File: src/rtl/sat_counter.sv
// rtl/sat_counter.sv - saturating event counter; a clear on the same edge as an increment leaves 1
module sat_counter #(
   parameter int W = 8
) (
   input  logic         clk,
   input  logic         rst,
   input  logic         clr,
   input  logic         inc,
   output logic [W-1:0] cnt
);

   always_ff @(posedge clk) begin
      if (rst) begin
         cnt <= '0;
      end else if (clr) begin
         cnt <= W'(inc);
      end else if (inc && (cnt != '1)) begin
         cnt <= cnt + 1'b1;
      end
   end

endmodule

File: config.mk
export PLATFORM = sky130hd
export DESIGN_NAME = sat_counter
export DESIGN_NICKNAME = d
export VERILOG_FILES = /design/src/rtl/sat_counter.sv
export SDC_FILE = /design/constraint.sdc
export NUM_CORES = 1
export LEC_CHECK = 0
export ABC_AREA = 1
export BUFFER_PORTS_ARGS = -buffer_cell sky130_fd_sc_hd__buf_2
export CAP_MARGIN = 20
export CORE_AREA = 2 2 39 41
export DETAILED_ROUTE_END_ITERATION = 7
export DIE_AREA = 0 0 41 43
export PLACE_DENSITY_LB_ADDON = 0.08
export SLEW_MARGIN = 20
export SYNTH_ARGS = -nofsm -noshare
export SYNTH_HDL_FRONTEND = slang
export SYNTH_SLANG_ARGS = --single-unit
File: constraint.sdc
create_clock -name clk -period 2.6 [get_ports clk]
set_clock_uncertainty 0.15 [all_clocks]
set_input_delay 0.13 -clock clk [delete_from_list [all_inputs] [get_ports clk]]
set_output_delay 0.13 -clock clk [all_outputs]
set_load 0.01 [all_outputs]
==> impl_metrics.tcl, run 1 <==
set metrics [dict create \
    crit_chain "ha_1 > nand2_2 > nor2_2 > nand2_4 > nand2_4 > nor2_1 > nor2_1 > nor2_1" \
    placed_area_um2 556 \
    netlist_instances 73 \
    rows 14 \
    power_frac_clock_pct 39.6 \
    reg.largest.list "cnt: 8 flops" \
    htreeDepth 1 \
    maxSlewViolCount 0 \
    ff_latch_area_um2 160 \
    largest-register "cnt" \
    first_iter_violations 7 \
    min_period_ns 1.49 \
    period_share_pct 57.3 \
    final_hold_viol_count 0 \
    vias 483 \
    fp.dieH_um 43 \
    wl_per_cell_um 10.2 \
    cts_buffer_depth 2 \
    fillers 159 \
    cp-startpoint "cnt[0]" \
    timing.rr.start "cnt[0]" \
    crit_fanout 8 \
    setup.worst_path.end_class "flop" \
    power.density_mw_per_mm2 407 \
    die_width_um 41 \
    io_pins 12 \
    clkTransAtPathRegs_ns 0.06 \
    synth_seq_cells 8 \
    fin_area_um2 588 \
    syn_area_per_cell_um2 6.68 \
    numClockSinks 8 \
    power_leakage_nw 0.275 \
    ys_seq_area_share_pct 32.8 \
    clock_latency_ns 0.25 \
    peakVddDrop_uv 250 \
    status "finished clean" \
    syn_nets 78 \
    max_cap_viol_count 0 \
    layout-drive-gt1-share_pct 24.1 \
    swShare_pct 22.8 \
    worst_path_max_delay_cell "dfxtp_1" \
    tightest_slew_ns 0.275 \
    slew_headroom_pct 81.6 \
    multi_input_area_um2 287 \
    hold_class "input pin to flop" \
    grt_pass1_wl_mm 1.79 \
    grt_pass1_vias 421 \
    rsz0062_at_grt "no" \
    dp_cells 99 \
    cts_tree "yes" \
    final_nets 94 \
    cts_buffers 3 \
    synth_warnings 0 \
    cp.arrival_ns 1.49 \
    via_per_inst 4.69 \
    drcViolationCount 0 \
    final_cell_mix "nand2_1, nor2_1, buf_2" \
    grt_max_degree 12 \
    setup_violations 0 \
    largest_reg_flops 8 \
    start_kind "flop" \
    gp_congestion 0.758 \
    cp_slowest_stage_delay_ns 0.39 \
    worstHoldStart "clr" \
    fin_cells 103 \
    hpwl_um 764 \
    p_seq_share_pct 52.7 \
    p_comb_share_pct 7.6 \
    fp.dieArea_mm2 0.00176 \
    dr.pass1.iters 2 \
    final_antenna_net_count 0 \
    synth_area_um2 488 \
    intPower_uw 185 \
    track_usage_pct 15.9 \
    p_switching_uw 54.5 \
    coreArea_mm2 0.00138 \
    synthToLayoutAreaGrowth_pct 20.5 \
    initial_core_util_pct 35.3 \
    grt_antenna_before_repair 0 \
    cts_resized 0 \
    fmax_mhz 671 \
    cts_setup_buffers 0 \
    synth_cell_types 18 \
    power_uw 239 \
    cp_common_cell "nor2_1" \
    clockRootBuffer "clkbuf_4" \
    mostFrequentLayoutCell "nand2_1" \
    cp.required_ns 2.60 \
    portBuffers 11 \
    tns_ns 0 \
    insertedDiodeCount 0 \
    routed_wl_mm 1.05 \
    overflow 0 \
    crit_type "flop to flop" \
]
==> power by group through the flow <==
stage          clock network (mW)  logic [mW]  registers (mW)
4_1_cts                    0.0991      0.0185           0.126
3_3_place_gp                    0      0.0174           0.129
2_1_floorplan                   0      0.0111           0.129
3_5_place_dp                    0      0.0173           0.129
6_report                   0.0948      0.0182           0.126
5_1_grt                     0.103      0.0209           0.127
==> Yosys cell counts, drive strengths merged <==
library cell | n | share of area, %
ha | 1 | 2.6
o21ai | 1 | 1.0
nand2 | 19 | 18
inv | 9 | 6.9
nor2 | 15 | 14
a21oi | 5 | 5.9
nand4 | 3 | 3.8
dfxtp | 8 | 33
nand3 | 8 | 8.2
xor2 | 1 | 1.8
nand3b | 1 | 1.5
nor3b | 1 | 1.5
buf | 1 | 1.5
==> through the flow <==
stage	util, %	worst slack, ns	hold slack, ns
after floorplan	-	1.17	0.124
after global placement	40.1	1.11	0.232
after detailed placement	40.1	1.11	0.241
after CTS	42.5	1.09	0.0465
after global routing	42.5	0.938	0.0846
final	42.5	1.11	0.0500
==> cells by family (layout without fill, tap and decap cells) <==
kind of cell	Yosys count	after routing	synth area share, %
adders and majority gates	1	1	2.56
buffers and inverters	10	24	8.46
and+or+nand+nor	47	47	47.4
DFF	8	8	32.8
AOI/OAI and AO/OA	6	6	6.92
xor gates and xnor gates	1	1	1.80
==> layout make-up <==
| class | count | share of cell area, % |
|---|---|---|
| inverter | 9 | 5.74 |
| tap | 16 | 3.40 |
| sequential | 8 | 27.2 |
| timing repair buffer | 12 | 11.1 |
| clock buffer | 3 | 3.83 |
| multi-input combinational | 55 | 48.7 |
==> what timing repair did <==
| action | CTS | global route |
|---|---|---|
| hold buffers | 1 | 0 |
| hold endpoints to repair | 1 | 0 |
| endpoints found under the setup margin | 0 | 0 |
==> per-layer routing <==
layer / vias up / share of wire [%] / global-route usage, %
li1: 262 / - / -
met5: - / 0 / 0
met4: 0 / 1.7 / 8.00
met1: 210 / 47 / 20.9
met3: 2 / 5.6 / 9.42
met2: 9 / 46 / 19.7
==> critical path: cells and delay by family, from the launching register on <==
kind / cells / cell delay [ns]
and+or+nand+nor: 7 / 0.61
DFF: 1 / 0.39
adders and majority gates: 1 / 0.23
==> worst paths after layout <==
kind | endpoint | slack (ns) | cells past startpoint
worst max-delay path | cnt[7] | 1.11 | 8
worst min-delay path | cnt[6] | 0.05 | 4
worst max register to register | cnt[7] | 1.11 | 8
worst min register to register | cnt[1] | 0.36 | 2
Power figures use the tool's default switching activity.
==> inputs of run 2 (changes only) <==
Settings changed: ABC_AREA 1 to 0.
Clock period 2.6 ns to 1.4 ns, I/O delays scaled along.
==> impl_metrics.tcl, run 2 <==
set metrics [dict create \
    status "finished with violations" \
    violations "setup timing" \
    worst_path_max_delay_cell "dfxtp_4" \
    fp.dieH_um 43 \
    power.density_mw_per_mm2 632 \
    fp.dieArea_mm2 0.00176 \
    synth_edf_count 0 \
    layout-drive-gt1-share_pct 66.3 \
    io_pins 12 \
    placed_area_um2 623 \
    rows 14 \
    final_util_pct 54.9 \
    final_cell_mix "buf_4, buf_2, nor2_1" \
    slew_headroom_pct 82.7 \
    ys_seq_area_share_pct 39.0 \
    via_per_inst 4.71 \
    htreeDepth 1 \
    ys_async_sr_fraction_pct 0 \
    final_antenna_net_count 0 \
    tightest_slew_ns 0.259 \
    overflow 0 \
    cp.required_ns 1.40 \
    max_cap_viol_count 0 \
    maxSlewViolCount 0 \
    syn_area_per_cell_um2 8.92 \
    fin_area_um2 759 \
    synth_cell_types 23 \
    clkTransAtPathRegs_ns 0.06 \
    netlist_instances 46 \
    grt_pass1_vias 444 \
    tns_ns -0.354 \
    cp_top_family "flip-flops" \
    gp_congestion 0.684 \
    intPower_uw 364 \
    fmax_mhz 643 \
    syn_nets 51 \
    cp.arrival_ns 1.55 \
    synth_ff_type "dfxtp_1" \
    cts_tree "yes" \
    crit_chain "ha_4 > and2_4 > buf_4 > a2111oi_4 > xnor2_1 > nor2_1" \
    largest_reg_flops 8 \
    clock_latency_ns 0.26 \
    setup_violations 5 \
    die_width_um 41 \
    insertedDiodeCount 0 \
    power_leakage_nw 0.307 \
    synth.most_common_cell "dfxtp_1" \
    synth_area_um2 410 \
    yosys.area.top_type "dfxtp_1" \
    synthToLayoutAreaGrowth_pct 85.1 \
    wl_per_cell_um 11.2 \
    final_nets 86 \
    ys_top_cells_by_count "dfxtp_1, nor2_1" \
    clockRootBuffer "clkbuf_4" \
    grt_pass1_wl_mm 1.77 \
    drcViolationCount 0 \
    dp_slack_ns -0.137 \
    initial_core_util_pct 29.7 \
    period_share_pct 111 \
    cts_buffer_depth 2 \
    crit_fanout 3 \
    start_kind "flop" \
    p_seq_share_pct 48.7 \
    dp_cells 88 \
    grt_antenna_before_repair 0 \
    synth_seq_cells 8 \
    min_period_ns 1.56 \
    mostFrequentLayoutCell "buf_4" \
    grt_max_degree 9 \
    crit_type "flop to flop" \
    fin_ws_ns -0.155 \
    hpwl_um 767 \
    p_switching_uw 116 \
    whs_ns 0.0133 \
    rsz0062_at_grt "yes" \
    portBuffers 11 \
    fillers 126 \
    dr.pass1.iters 2 \
    swShare_pct 24.2 \
    power_uw 480 \
    numClockSinks 8 \
    cts_buffers 3 \
    cp_slowest_stage_delay_ns 0.36 \
    path_buf_inv 1 \
    first_iter_violations 4 \
    routed_wl_mm 1.08 \
    multi_input_area_um2 312 \
    final_hold_viol_count 0 \
    coreArea_mm2 0.00138 \
    power_frac_clock_pct 41.5 \
    synth_warnings 0 \
    peakVddDrop_uv 418 \
    yosys-top-cells-area "dfxtp_1, nand4_1, nor2_1" \
    reg.largest.list "cnt: 8 flops" \
    largest-register "cnt" \
    hold_class "input pin to flop" \
    ff_latch_area_um2 170 \
    setup.worst_path.end_class "flop" \
    synth_top_area_share_pct 39.0 \
    p_comb_share_pct 9.8 \
    vias 452 \
    track_usage_pct 15.1 \
    fin_cells 96 \
]
[run 2: changes by cell type after synthesis, sizes merged, moves of 2 or more]
cell	before	now
nor2	15	5
or2	0	2
a21oi	5	3
a211oi	0	3
nand3	8	2
xnor2	0	2
nand2	19	1
nor3	0	3
inv	9	3
[run 2: worst min-delay path: stages]
cell and delay, ns:
buf_2 0.11, a22oi_2 0.08, a21oi_2 0.12
[run 2: kinds of logic (layout without fill, tap and decap cells)]
family	after synthesis	in the layout	share of synthesized area (%)
xor+xnor	2	2	4.27
compound gates	10	10	18.6
flops	8	8	39.0
buf+inv	4	38	3.96
simple gates	19	19	25.9
mux	2	2	5.18
fa+ha+maj	1	1	3.05
[run 2: layout make-up]
type | instances | area share, %
multi-input combinational | 34 | 41.0
clock buffer | 4 | 3.46
tap | 16 | 2.64
inverter | 3 | 1.48
sequential | 8 | 22.4
timing repair buffer | 31 | 29.0
[run 2: path summary, 6_finish.rpt]
path	start	end	slack, ns	depth (start not counted)
worst min-delay path	clr	cnt[0]	0.01	3
worst min register to register	cnt[3]	cnt[2]	0.43	2
worst max register to register	cnt[1]	cnt[5]	-0.16	6
worst max-delay path	cnt[1]	cnt[5]	-0.16	6
[run 2: what timing repair did]
item                                    in CTS  in global routing
gates cloned                                 0                  0
setup buffers                                1                  2
hold buffers                                 1                  0
hold endpoints to repair                     1                  0
pin swaps                                    3                  5
gates resized for setup                     10                  4
endpoints found under the setup margin       6                  7
[run 2: metal layers]
| metal | wire length (um) | global-route usage [%] | vias up |
|---|---|---|---|
| met3 | 42 | 3.14 | 2 |
| met4 | 16 | 10.0 | 0 |
| li1 | - | - | 236 |
| met2 | 522 | 22.8 | 9 |
| met1 | 497 | 18.2 | 205 |
| met5 | 0 | 0 | - |
[run 2: power by group through the flow]
stage	clock network, mW	logic (mW)	registers (mW)
floorplan	0	0.0163	0.242
global placement	0	0.0399	0.240
detailed placement	0	0.0394	0.240
CTS	0.207	0.0445	0.234
global route	0.215	0.0535	0.234
finish	0.199	0.0471	0.234
==> inputs of run 3 (changes only) <==
Settings changed: CTS_BUF_LIST from default to sky130_fd_sc_hd__clkbuf_4, RECOVER_POWER from default to 50.
==> impl_metrics.tcl, run 3 (synthesis results as in run 2) <==
set metrics [dict create \
    cts_buffer_depth 2 \
    peakVddDrop_uv 420 \
    rsz0062_at_grt "yes" \
    maxSlewViolCount 0 \
    violations "setup timing" \
    worstHoldEndpoint "cnt[0]" \
    wl_met1_um 508 \
    reg.largest.list "cnt: 8 flops" \
    fmax_mhz 644 \
    final_cell_mix "buf_4, buf_2, dfxtp_1" \
    grt_antenna_before_repair 0 \
    htreeDepth 1 \
    r2r-end "cnt[5]" \
    setup.worst_path.end_class "flop" \
    final_hold_viol_count 0 \
    layout-drive-gt1-share_pct 62.5 \
    cp_slowest_stage_delay_ns 0.36 \
    final_nets 86 \
    worst_path_max_delay_cell "dfxtp_4" \
    status "finished with violations" \
    grt_pass1_vias 444 \
    track_usage_pct 15.1 \
    largest_reg_flops 8 \
    hold_class "input pin to flop" \
    rows 14 \
    mostFrequentLayoutCell "buf_4" \
    fin_ws_ns -0.153 \
    wl_met3_um 42 \
    cp.arrival_ns 1.55 \
    routed_wl_mm 1.10 \
    fillers 128 \
    initial_core_util_pct 29.7 \
    hpwl_um 767 \
    start_kind "flop" \
    gp_congestion 0.684 \
    die_width_um 41 \
    dp_slack_ns -0.137 \
    portBuffers 11 \
    worstHoldStart "clr" \
    min_delay_path_depth 3 \
    crit_type "flop to flop" \
    max_cap_viol_count 0 \
    cp.required_ns 1.40 \
    fp.dieArea_mm2 0.00176 \
    final_antenna_net_count 0 \
    vias 455 \
    power_uw 499 \
    dr.pass1.iters 2 \
    power.density_mw_per_mm2 661 \
    largest-register "cnt" \
    final_util_pct 54.6 \
    fp.dieH_um 43 \
    slew_headroom_pct 82.7 \
    synthToLayoutAreaGrowth_pct 84.1 \
    cts_buffers 3 \
    timing.rr.start "cnt[1]" \
    tightest_slew_ns 0.259 \
    insertedDiodeCount 0 \
    r2r_cells 6 \
    clock_latency_ns 0.26 \
    r2r_slack_ns -0.15 \
    drcViolationCount 0 \
    overflow 0 \
    io_pins 12 \
    routed.top_layer "met4" \
    wl_per_cell_um 11.4 \
    clkTransAtPathRegs_ns 0.06 \
    crit_fanout 3 \
    grt_max_degree 9 \
    min_period_ns 1.55 \
    first_iter_violations 4 \
    crit_chain "ha_4 > and2_4 > buf_4 > a2111oi_4 > xnor2_1 > nor2_1" \
    cts_tree "yes" \
    clockRootBuffer "clkbuf_4" \
    grt_pass1_wl_mm 1.77 \
    coreArea_mm2 0.00138 \
    numClockSinks 8 \
    via_per_inst 4.74 \
    period_share_pct 111 \
    wl_met2_um 529 \
    power_leakage_nw 0.300 \
    setup_violations 6 \
]
-- run 3: cell types whose count changed in the layout (fill, tap and decap cells not counted), sizes merged --
cell	before	now
buf	30	28
clkbuf	4	6
-- run 3: area by class of cell --
cell class	count	area, um^2	area share (%)
sequential	8	168	22.2
tap	16	20.0	2.65
multi-input combinational	34	312	41.2
inverter	3	11.3	1.49
clock buffer	4	30.0	3.97
timing repair buffer	31	215	28.5
-- run 3: critical path: cells and delay by family (launching register included) --
kind	cells	cell delay [ns]
adder cells (fa/ha/maj)	1	0.15
AO/OA/AOI/OAI	1	0.29
flip-flops	1	0.36
buffers and inverters	1	0.13
AND/OR/NAND/NOR	2	0.21
XOR/XNOR	1	0.15
-- run 3: layer usage --
metal,global-route usage [%],up-vias
li1,-,236
met3,3.14,2
met2,22.8,9
met4,10.0,0
met1,18.2,208
met5,0,-
-- run 3: worst max path at each step --
| stage | start | endpoint | depth (start not counted) |
|---|---|---|---|
| global placement | cnt[1] | cnt[7] | 5 |
| global route | cnt[1] | cnt[7] | 5 |
| finish | cnt[1] | cnt[5] | 6 |
| floorplan | cnt[1] | cnt[7] | 5 |
| CTS | cnt[1] | cnt[7] | 5 |
| detailed placement | cnt[1] | cnt[7] | 5 |
-- run 3: through the flow --
stage	hold WS [ns]	instance area, um^2	cells	TNS [ns]
after global routing	0.0590	756	96	-1.02
after floorplan	-0.0183	433	46	-0.210
after CTS	0.00423	716	94	-0.444
final	0.0202	756	96	-0.365
after detailed placement	0.0816	623	88	-0.398
after global placement	0.0857	623	88	-0.431
-- run 3: timing repair --
| item | 4_1_cts | 5_1_grt |
|---|---|---|
| pin swaps | 3 | 5 |
| setup endpoints to repair | 6 | 7 |
| gates cloned | 0 | 0 |
| gates resized for setup | 10 | 4 |
| endpoints found under the hold margin | 1 | 0 |
| setup buffers | 1 | 2 |
| hold buffers | 1 | 0 |
-- run 3: report_power, final --
part | switching (mW) | internal (mW)
combinational | 0.0226 | 0.0248
sequential | 0.00446 | 0.230
clock | 0.0888 | 0.129
